<file path="config.mk">
export PLATFORM = sky130hd
export DESIGN_NAME = pc_fetch_unit
export DESIGN_NICKNAME = d
export VERILOG_FILES = /design/src/rtl/pc_fetch_unit.sv
export SDC_FILE = /design/constraint.sdc
export NUM_CORES = 1
export LEC_CHECK = 0
export CAP_MARGIN = 20
export CORE_ASPECT_RATIO = 2
export CORE_UTILIZATION = 30
export DETAILED_ROUTE_END_ITERATION = 12
export SLEW_MARGIN = 10
export SYNTH_ARGS = -nofsm -noshare
export SYNTH_HDL_FRONTEND = slang
export SYNTH_SLANG_ARGS = --single-unit
</file>
<file path="constraint.sdc">
create_clock -name clk -period 2 [get_ports clk]
set_input_delay 0.2 -clock clk [delete_from_list [all_inputs] [get_ports clk]]
set_output_delay 0.2 -clock clk [all_outputs]
set_load 0.03 [all_outputs]
</file>
<file path="src/rtl/pc_fetch_unit.sv">
// pc_fetch_unit: fetch-stage PC generator with handshake,
// trap entry/return, optional 16-bit stepping and debug halt.
module pc_fetch_unit #(
    parameter int                XLEN         = 32,
    parameter logic [XLEN-1:0]   RESET_VECTOR = 32'h0000_0000,
    parameter logic [XLEN-1:0]   TRAP_VECTOR  = 32'h0000_0100,
    parameter int                COMPRESSED   = 0
) (
    input  logic            clk,
    input  logic            reset_n,
    input  logic            stall,
    input  logic            fetch_ready,
    output logic            fetch_valid,
    output logic [XLEN-1:0] pc,
    input  logic            instr_is_16,
    input  logic            jump,
    input  logic [XLEN-1:0] jump_addr,
    input  logic            trap,
    input  logic            mret,
    output logic [XLEN-1:0] epc,
    output logic            misalign_err,
    input  logic            halt,
    input  logic            resume,
    output logic [1:0]      state
);

    typedef enum logic [1:0] {
        BOOT = 2'b00,
        RUN  = 2'b01,
        HALT = 2'b10
    } state_t;

    localparam logic C_EN = (COMPRESSED != 0);

    state_t          st_q, st_d;
    logic [XLEN-1:0] pc_d, epc_d;
    logic            err_d;
    logic            misalign;
    logic [XLEN-1:0] step;

    assign state       = st_q;
    assign fetch_valid = (st_q == RUN) & ~stall;

    // Target alignment: 2-byte granularity only with C-ext
    assign misalign = C_EN ? jump_addr[0] : (|jump_addr[1:0]);

    // Fetch step size: +2 for a 16-bit instruction in C-ext builds
    assign step = (C_EN && instr_is_16) ? XLEN'(2) : XLEN'(4);

    // State, PC, EPC and error-pulse registers
    always_ff @(posedge clk or negedge reset_n) begin
        if (!reset_n) begin
            st_q         <= BOOT;
            pc           <= RESET_VECTOR;
            epc          <= '0;
            misalign_err <= 1'b0;
        end else begin
            st_q         <= st_d;
            pc           <= pc_d;
            epc          <= epc_d;
            misalign_err <= err_d;
        end
    end

    // Next-state and prioritised PC update
    always_comb begin
        st_d  = st_q;
        pc_d  = pc;
        epc_d = epc;
        err_d = 1'b0;
        unique case (st_q)
            BOOT: st_d = RUN;
            RUN: begin
                if (trap) begin
                    epc_d = pc;
                    pc_d  = TRAP_VECTOR;
                end else if (mret) begin
                    pc_d = epc;
                end else if (jump) begin
                    if (misalign) begin
                        epc_d = pc;
                        pc_d  = TRAP_VECTOR;
                        err_d = 1'b1;
                    end else begin
                        pc_d = jump_addr;
                    end
                end else if (fetch_valid && fetch_ready) begin
                    pc_d = pc + step;
                end
                if (halt) st_d = HALT;
            end
            HALT: begin
                if (resume) st_d = RUN;
            end
            default: st_d = BOOT;
        endcase
    end

endmodule
</file>
==> impl_metrics.csv, run 1 <==
group,metric,value,unit
run_status,outcome,"complete, no violations",
placed_design,dp_hpwl,10.9,mm
timing,clock.fmax,0.536,GHz
clocking,cts-buffers-inserted,9,
synth,yosysUniqueCellTypes,55,
synth,muxShareOfSynthArea,9.32,%
finish,fin_area,5910,sq um
floorplan,floorplan.die.width,82.0,um
timing,final.min_clock_period,1.87,ns
synth,yosysTopAreaCellShare,43.6,%
placed_design,gp_congestion,0.924,
synth,synth-seq-area-share,43.6,%
timing,hold_viol,0,
min_path,hp-class,"in2reg",
synth,synth_simple_gate_area_share,18.2,%
power_and_ir_drop,combPwrFrac,47.7,%
clocking,clockBufferDepth,2,
clocking,h-tree-depth,3,
global_routing,track_usage,23.2,%
floorplan,die_h,162,um
clocking,cts_hold_buf,1,
synth,synth_seq_cells,67,
routing,ant_nets,0,
power_and_ir_drop,p_leak,2.44,nW
timing,slew_headroom,41.6,%
routing,vias,3941,
synth,synth_area_leaders,"dfrtp_1 (44%), mux2_2 (8.8%), o21ai_0 (6.1%)",
floorplan,fp.coreArea,12600,sq um
timing,rsz0062_at_grt,"no",
global_routing,grt_pass1_vias,4106,
clocking,cts_tree,"yes",
synth,synth_fa_ha_area_share,0.326,%
power_and_ir_drop,p_switching,2.93,mW
synth,synth_commonest_cells,"dfrtp_1 (67), o21ai_0 (47), nand2_1 (36)",
global_routing,grt_antenna_before_repair,0,
global_routing,grt_pass1_wl,22.4,mm
critical_path,reg2reg_to,"pc[25]",
min_path,hold_path_end,"state[1]",
power_and_ir_drop,clkPwrFrac,23.3,%
routing,firstDrtPassIters,5,
finish,multi_input_area,2040,sq um
placed_design,io_buffers,108,
timing,tightest_slew,0.875,ns
synth,yosysTopAreaCell,"dfrtp_1",
finish,area_growth,54.0,%
finish,diodes,0,
job,cap_violations,0,
synth,syn-num-nets,447,
floorplan,ios,110,
synth,synth_most_common_cell,"dfrtp_1",
routing,drtIter0Drc,301,
routing,vias_per_cell,5.47,
power_and_ir_drop,vdd_drop_max,0.641,mV
placed_design,dpl_cell_area,5590,sq um
synth,synthArstFlopShare,100,%
timing,period_share,93.3,%
timing,finalSetupViolCount,0,
finish,nets,609,
global_routing,grt_max_degree,37,
power_and_ir_drop,p_int,4.37,mW
floorplan,dieArea,13300,sq um
finish,seq_area,1690,sq um
min_path,hold_depth,3,
clocking,ctsResizeCount,0,
synth,synth-xor-area-share,3.65,%
critical_path,r2r_start,"pc[2]",
synth,syn-instance-count,404,
floorplan,rows,58,
timing,fin_skew,0.00846,ns
global_routing,grt-ovfl-total,0,
routing,drc,0,
critical_path,end_kind,"flop",
clocking,numClockSinks,67,
finish,drive_gt1_share,25.2,%
critical_path,crit_fanout,7,
synth,synth-compound-area-share,21.1,%
routing,wl_per_cell,19.9,um
critical_path,rr_worst_depth,5,
critical_path,crit_required,2.21,ns
routing,routed_wl,14.4,mm
synth,synth_top_family_by_area,"compound AO/OA/AOI/OAI gates",
power_and_ir_drop,power.density,1240,nW/um^2
synth,synth_edf_count,0,
clocking,worstSkewPairLatency,0.34,ns
critical_path,reg2reg_slack,0.13,ns
critical_path,cp-start-kind,"flop",
clocking,clockRootBuffer,"clkbuf_16",
power_and_ir_drop,power_switching_share,40.2,%
synth,syn_avg_cell_area,9.51,sq um
critical_path,worstSetupPathType,"reg2reg",
finish,fill_cells,1197,
finish,final_util,47.1,%
critical_path,arrival,2.08,ns
synth,ys_warn_count,0,
power_and_ir_drop,power_frac_seq,29.0,%
synth,synth-main-ff-cell,"dfrtp_1",
power_and_ir_drop,power.total,7.31,mW
timing,drv_slew,0,
floorplan,start_util,30.6,%
synth,syn_area,3840,sq um
clocking,cts_setup_buffers,0,
clocking,clkTransAtPathRegs,0.06,ns
min_path,min_from,"halt",
-- cells by family after synthesis --
logic type / after synthesis
XOR/XNOR: 16
buffers and inverters: 36
AND/OR/NAND/NOR: 129
multiplexers: 32
adder cells (fa/ha/maj): 1
flip-flops: 67
AO/OA/AOI/OAI: 123
-- power groups by stage --
stage                     sequential (mW)  combinational (mW)  clock (mW)
after floorplan                      2.91               0.989           0
after global placement               2.13                3.46           0
after detailed placement             2.14                3.49           0
after CTS                            2.12                3.51        1.73
after global routing                 2.17                3.70        1.78
final                                2.12                3.49        1.70
-- how the worst max path moves through the flow --
| stage | start | end | slack, ns | cells past startpoint |
|---|---|---|---|---|
| after floorplan | pc[21] | pc[27] | 0.01 | 6 |
| after global placement | jump | pc[24] | -0.12 | 7 |
| after detailed placement | jump | pc[24] | -0.12 | 7 |
| after CTS | pc[2] | pc[25] | 0.13 | 5 |
| after global routing | pc[2] | pc[27] | 0.05 | 5 |
| final | pc[2] | pc[25] | 0.13 | 5 |
-- layout by cell type, fill, tap and decap left out, types with 4 or more instances in the layout --
| cell | n |
|---|---|
| a21oi_1 | 14 |
| a222oi_1 | 4 |
| a22o_1 | 6 |
| a22oi_1 | 13 |
| a311oi_1 | 4 |
| and2_1 | 6 |
| and3_1 | 10 |
| buf_4 | 69 |
| clkbuf_16 | 9 |
| clkdlybuf4s50_1 | 106 |
| dfrtp_1 | 54 |
| dfrtp_2 | 13 |
| inv_1 | 7 |
| mux2_2 | 30 |
| nand2_1 | 36 |
| nand2b_1 | 6 |
| nand3_1 | 13 |
| nand4_1 | 8 |
| nor2_1 | 14 |
| nor3_1 | 9 |
| nor4_1 | 5 |
| o211ai_1 | 6 |
| o21ai_0 | 47 |
| o21ai_1 | 4 |
| or3_1 | 4 |
| xnor2_1 | 6 |
| xor2_1 | 10 |
-- layout make-up --
type	instances	share of cell area [%]
clock inverter	7	1.57
clock buffer	9	3.81
timing repair buffer	180	28.0
sequential	67	28.6
tap	150	3.17
inverter	7	0.444
multi-input combinational	301	34.4
-- registers in the layout, summed over array words and instances, names as in the netlist --
signal        count
misalign_err      1
state             2
epc              32
pc               32
-- routing by layer --
metal | vias to the layer above | global-route usage (%) | part of all wire [%]
met5 | - | 0 | 0
met4 | 0 | 9.09 | 2.0
met3 | 18 | 2.87 | 3.7
met2 | 131 | 42.9 | 57
met1 | 1954 | 25.8 | 38
li1 | 1838 | - | -
-- worst max-delay path, stage by stage, from the launching register on --
cell and delay (ns):
dfrtp_2 0.43, nand3_2 0.10, or4_4 0.60, nor2_4 0.18, o21ai_1 0.08, a221o_1 0.35
-- through the flow --
stage	cells	hold slack (ns)	setup TNS (ns)	worst slack (ns)
after floorplan	404	-0.0956	0	0.0133
after global placement	704	0.360	-0.547	-0.121
after detailed placement	704	0.361	-0.878	-0.117
after CTS	721	0.450	0	0.134
after global routing	721	0.458	0	0.0549
final	721	0.455	0	0.134
Power figures use the tool's default switching activity.
==> run 2, diff against run 1 <==
Settings changed: CORE_MARGIN from default to 10.
==> run 2 against run 1 <==
Worst hold slack worse by 0.058 ns. Final area is 0.19% lower. Critical path depth is 1 higher. Register-to-register slack worse by 0.13 ns. Sequential share of layout area is 0.055 points higher. Via count is 0.20% higher. Combinational power is 1% lower. Power is 2.4% lower. Critical endpoint unchanged.
==> impl_metrics.csv, run 2 (synthesis results as in run 1) <==
group,metric,value,unit
routing,drc,0,
job,cap_violations,0,
routing,routed_wl,15.2,mm
critical_path,cp-start-kind,"flop",
routing,wl_per_cell,21.0,um
critical_path,crit_fanout,5,
critical_path,arrival,2.21,ns
global_routing,grt_pass1_vias,4287,
timing,slew_headroom,63.5,%
clocking,clkTransAtPathRegs,0.06,ns
finish,final_cells,724,
placed_design,dp_cells,703,
power_and_ir_drop,p_leak,2.44,nW
global_routing,grt_antenna_before_repair,0,
timing,drv_slew,0,
power_and_ir_drop,p_switching,2.91,mW
timing,clock.fmax,0.501,GHz
clocking,clockBufferDepth,2,
power_and_ir_drop,power_frac_seq,30.1,%
floorplan,start_util,30.6,%
routing,firstDrtPassIters,6,
finish,area_growth,53.7,%
finish,final_util,47.0,%
timing,final.min_clock_period,2.00,ns
floorplan,fp.coreArea,12600,sq um
timing,fin_skew,0.00680,ns
finish,mostFrequentLayoutCell,"clkdlybuf4s50_1",
power_and_ir_drop,combPwrFrac,48.2,%
timing,hold_viol,0,
power_and_ir_drop,power_switching_share,40.8,%
finish,nets,612,
floorplan,ios,110,
power_and_ir_drop,vdd_drop_max,0.568,mV
clocking,cts_tree,"yes",
timing,finalSetupViolCount,0,
routing,vias,3949,
placed_design,io_buffers,108,
placed_design,gp_congestion,0.967,
timing,whs,0.397,ns
routing,ant_nets,0,
critical_path,end_kind,"flop",
global_routing,grt_max_degree,28,
clocking,clockRootBuffer,"clkbuf_16",
global_routing,track_usage,16.8,%
floorplan,rows,58,
min_path,hp-class,"in2async",
critical_path,crit_required,2.21,ns
timing,rsz0062_at_grt,"yes",
timing,period_share,99.9,%
placed_design,dpl_cell_area,5550,sq um
clocking,cts-buffers-inserted,9,
global_routing,grt_pass1_wl,23.8,mm
finish,fin_area,5900,sq um
clocking,h-tree-depth,3,
floorplan,floorplan.die.width,100,um
routing,vias_per_cell,5.45,
finish,diodes,0,
critical_path,worstSetupPathType,"reg2reg",
run_status,outcome,"complete, no violations",
clocking,numClockSinks,67,
floorplan,die_h,180,um
global_routing,grt-ovfl-total,0,
placed_design,dp_hpwl,11.9,mm
power_and_ir_drop,clkPwrFrac,21.7,%
finish,drive_gt1_share,25.8,%
floorplan,dieArea,18000,sq um
power_and_ir_drop,p_int,4.22,mW
finish,final_cell_mix,"clkdlybuf4s50_1 (106), buf_4 (74), dfrtp_1 (54)",
power_and_ir_drop,power.density,1210,nW/um^2
clocking,worstSkewPairLatency,0.33,ns
timing,tightest_slew,0.548,ns
routing,drtIter0Drc,283,
[run 2: changes by cell type in the layout (fill, tap and decap cells not counted), sizes merged]
| cell | change |
|---|---|
| clkinv | -1 |
| clkinvlp | -3 |
| clkbuf | +6 |
| buf | +3 |
| bufinv | -2 |
[run 2: timing repair]
| action | 4_1_cts | 5_1_grt |
|---|---|---|
| setup endpoints to repair | 0 | 3 |
| endpoints found under the hold margin | 18 | 0 |
| hold buffers | 1 | 0 |
| resized for setup | 0 | 3 |
| buffers inserted | 0 | 4 |
[run 2: worst max-delay path, cell delays in order, from the launching register on]
cell,delay [ns]
dfrtp_2,0.39
nand3_1,0.14
or4_4,0.62
buf_4,0.17
nor2_4,0.15
o21ai_1,0.08
a221o_1,0.33
[run 2: area by class of cell]
class | instances | area, sq um
Multi-Input combinational cell | 301 | 2050
Inverter | 7 | 26.3
Clock buffer | 15 | 288
Fill cell | 1215 | 6650
Clock inverter | 1 | 5.00
Tap cell | 150 | 188
Sequential cell | 67 | 1690
Timing Repair Buffer | 183 | 1650
[run 2: power by group through the flow]
stage	sequential (mW)	combinational [mW]	clock [mW]
4_1_cts	2.15	3.44	1.56
3_5_place_dp	2.17	3.43	0
3_3_place_gp	2.15	3.39	0
5_1_grt	2.21	3.66	1.63
6_report	2.15	3.44	1.55
2_1_floorplan	2.91	0.989	0
[run 2: path summary, 6_finish.rpt]
| kind | slack [ns] | startpoint | to | cells after the start |
|---|---|---|---|---|
| max | 0.003 | pc[12] | pc[25] | 6 |
| min | 0.40 | reset_n | pc[12] | 2 |
| max reg2reg | 0.003 | pc[12] | pc[25] | 6 |
| min reg2reg | 0.53 | epc[6] | epc[6] | 1 |
| max in group asynchronous | 0.85 | reset_n | epc[25] | 3 |
| min in group clk | 0.46 | halt | state[1] | 3 |
[run 2: routing by layer]
layer / GRT usage, % / vias up / wire [um]
met5: 0 / - / 0
met4: 8.24 / 0 / 474
met1: 16.8 / 1941 / 5310
met3: 3.96 / 30 / 839
li1: - / 1841 / -
met2: 30.9 / 137 / 8590
[run 2: metrics by stage]
| step | worst slack [ns] | total power, mW | TNS, ns |
|---|---|---|---|
| after floorplan | 0.0133 | 3.90 | 0 |
| after global placement | -0.0561 | 5.55 | -0.501 |
| after detailed placement | -0.104 | 5.59 | -0.969 |
| after CTS | 0.0308 | 7.15 | 0 |
| after global routing | -0.0258 | 7.50 | -0.0258 |
| final | 0.00297 | 7.13 | 0 |
==> run 3, diff against run 2 <==
Settings changed: CORE_UTILIZATION 30 to 35.
Clock period 2 ns to 2.2 ns, I/O delays scaled along.
==> run 3 against run 2 <==
Sequential power is 10% lower. Count of clock-buffer cells in the layout is 3 lower. Final area is 3.1% lower. Critical path depth is 1 lower. Fmax is 0.40% lower.
==> impl_metrics.csv, run 3 (synthesis results as in run 1) <==
group,metric,value,unit
placed_design,preCtsSetupSlack,-0.0821,ns
global_routing,grt_max_degree,68,
power_and_ir_drop,power.total,6.45,mW
routing,vias,3855,
clocking,clkTransAtPathRegs,0.06,ns
critical_path,slowest_delay,0.61,ns
floorplan,start_util,35.5,%
finish,nets,591,
routing,vias_per_cell,5.56,
critical_path,crit_fanout,7,
clocking,h-tree-depth,3,
clocking,worstSkewPairLatency,0.33,ns
power_and_ir_drop,combPwrFrac,47.8,%
timing,clock.fmax,0.499,GHz
timing,slew_headroom,72.7,%
clocking,numClockSinks,67,
critical_path,reg2reg_to,"pc[27]",
global_routing,grt_pass1_vias,4139,
timing,finalSetupViolCount,0,
placed_design,dp_hpwl,11.1,mm
timing,period_share,91.1,%
clocking,clockRootBuffer,"clkbuf_16",
power_and_ir_drop,clkPwrFrac,22.3,%
critical_path,path_cells,"nand3_1, or4_4, o31a_1, o31ai_1, o221ai_1",
timing,fin_skew,0.00595,ns
critical_path,rr_worst_depth,5,
power_and_ir_drop,vdd_drop_max,0.529,mV
timing,timing.final.ws_setup,0.195,ns
critical_path,end_kind,"flop",
power_and_ir_drop,power_frac_seq,29.9,%
clocking,cts-buffers-inserted,9,
critical_path,crit_required,2.39,ns
global_routing,track_usage,18.6,%
routing,wl_per_cell,20.7,um
timing,rsz0062_at_grt,"no",
routing,ant_nets,0,
critical_path,critPathTopFamily,"simple AND/OR/NAND/NOR gates",
clocking,clockBufferDepth,2,
clocking,ctsResizeCount,0,
global_routing,grt_antenna_before_repair,0,
floorplan,floorplan.die.width,94.1,um
critical_path,cpMaxStageDelayCell,"or4_4",
global_routing,grt-ovfl-total,0,
timing,drv_slew,0,
critical_path,cp_num_buf_inv,0,
critical_path,reg2reg_slack,0.19,ns
timing,whs,0.417,ns
job,cap_violations,0,
placed_design,gp_congestion,0.936,
finish,seq_area,1680,sq um
floorplan,dieArea,15800,sq um
timing,tightest_slew,0.409,ns
finish,area_growth,49.0,%
critical_path,cp-start-kind,"flop",
power_and_ir_drop,power.density,1130,nW/um^2
finish,diodes,0,
finish,final_util,52.9,%
finish,drive_gt1_share,19.5,%
power_and_ir_drop,p_leak,2.36,nW
critical_path,arrival,2.19,ns
finish,final_cell_mix,"clkdlybuf4s50_1 (107), dfrtp_1 (67), buf_4 (50)",
timing,final.min_clock_period,2.01,ns
placed_design,io_buffers,108,
floorplan,fp.coreArea,10800,sq um
routing,drtIter0Drc,230,
power_and_ir_drop,p_switching,2.62,mW
floorplan,die_h,168,um
floorplan,rows,54,
power_and_ir_drop,p_int,3.83,mW
routing,drc,0,
power_and_ir_drop,power_switching_share,40.6,%
finish,fill_cells,1031,
routing,firstDrtPassIters,6,
global_routing,grt_pass1_wl,22.7,mm
finish,multi_input_area,2030,sq um
finish,mostFrequentLayoutCell,"clkdlybuf4s50_1",
critical_path,worstSetupPathType,"reg2reg",
timing,hold_viol,0,
clocking,cts_tree,"yes",
timing,fin_tns_setup,0,ns
critical_path,r2r_start,"pc[12]",
min_path,hp-class,"in2async",
run_status,outcome,"complete, no violations",
routing,routed_wl,14.4,mm
floorplan,ios,110,
run 3: cell types whose count changed in the layout (fill, tap and decap cells not counted), moves of 3 or more:
cell	previous run	this run
clkbuf_8	4	1
dfrtp_1	54	67
dfrtp_2	13	0
buf_4	74	50
run 3: worst reg2reg max path, delay by kind of cell (launching register included):
| kind | cells | cell delay [ns] |
|---|---|---|
| compound gates | 3 | 0.60 |
| flops | 1 | 0.45 |
| simple gates | 2 | 0.82 |
run 3: power groups by stage:
stage	sequential [mW]	combinational (mW)	clock (mW)
detailed placement	1.95	3.10	0
CTS	1.93	3.11	1.46
finish	1.93	3.08	1.44
global route	1.99	3.27	1.53
global placement	1.94	3.06	0
floorplan	2.62	0.897	0
run 3: how the worst max path moves through the flow:
stage,depth (start not counted),endpoint,startpoint,slack (ns)
2_1_floorplan,6,pc[27],pc[6],0.02
3_3_place_gp,7,pc[28],jump,0.01
3_5_place_dp,7,pc[24],jump,-0.08
4_1_cts,5,pc[27],pc[12],0.19
5_1_grt,6,pc[20],pc[2],0.06
6_report,5,pc[27],pc[12],0.19
run 3: per-stage QoR:
step / instance area, sq um / cells
after floorplan: 3840 / 404
after global placement: 5420 / 676
after detailed placement: 5420 / 676
after CTS: 5720 / 693
after global routing: 5720 / 693
final: 5720 / 693
run 3: area by class of cell:
type | instances | share of cell area [%]
multi-input combinational | 301 | 35.4
sequential | 67 | 29.3
timing repair buffer | 162 | 26.6
clock buffer | 12 | 4.31
tap | 140 | 3.06
clock inverter | 4 | 0.875
inverter | 7 | 0.459
run 3: per-layer routing:
metal | vias up | wire [um] | GRT usage, % | part of all wire, %
met3 | 29 | 746 | 4.01 | 5.2
met1 | 1895 | 5010 | 19.1 | 35
li1 | 1805 | - | - | -
met5 | - | 0 | 0 | 0
met4 | 0 | 475 | 8.57 | 3.3
met2 | 126 | 8140 | 34.1 | 57
run 3: repair_timing:
action / CTS / global route
hold buffers: 1 / 0
hold endpoints to repair: 67 / 0
buffers inserted: 0 / 0
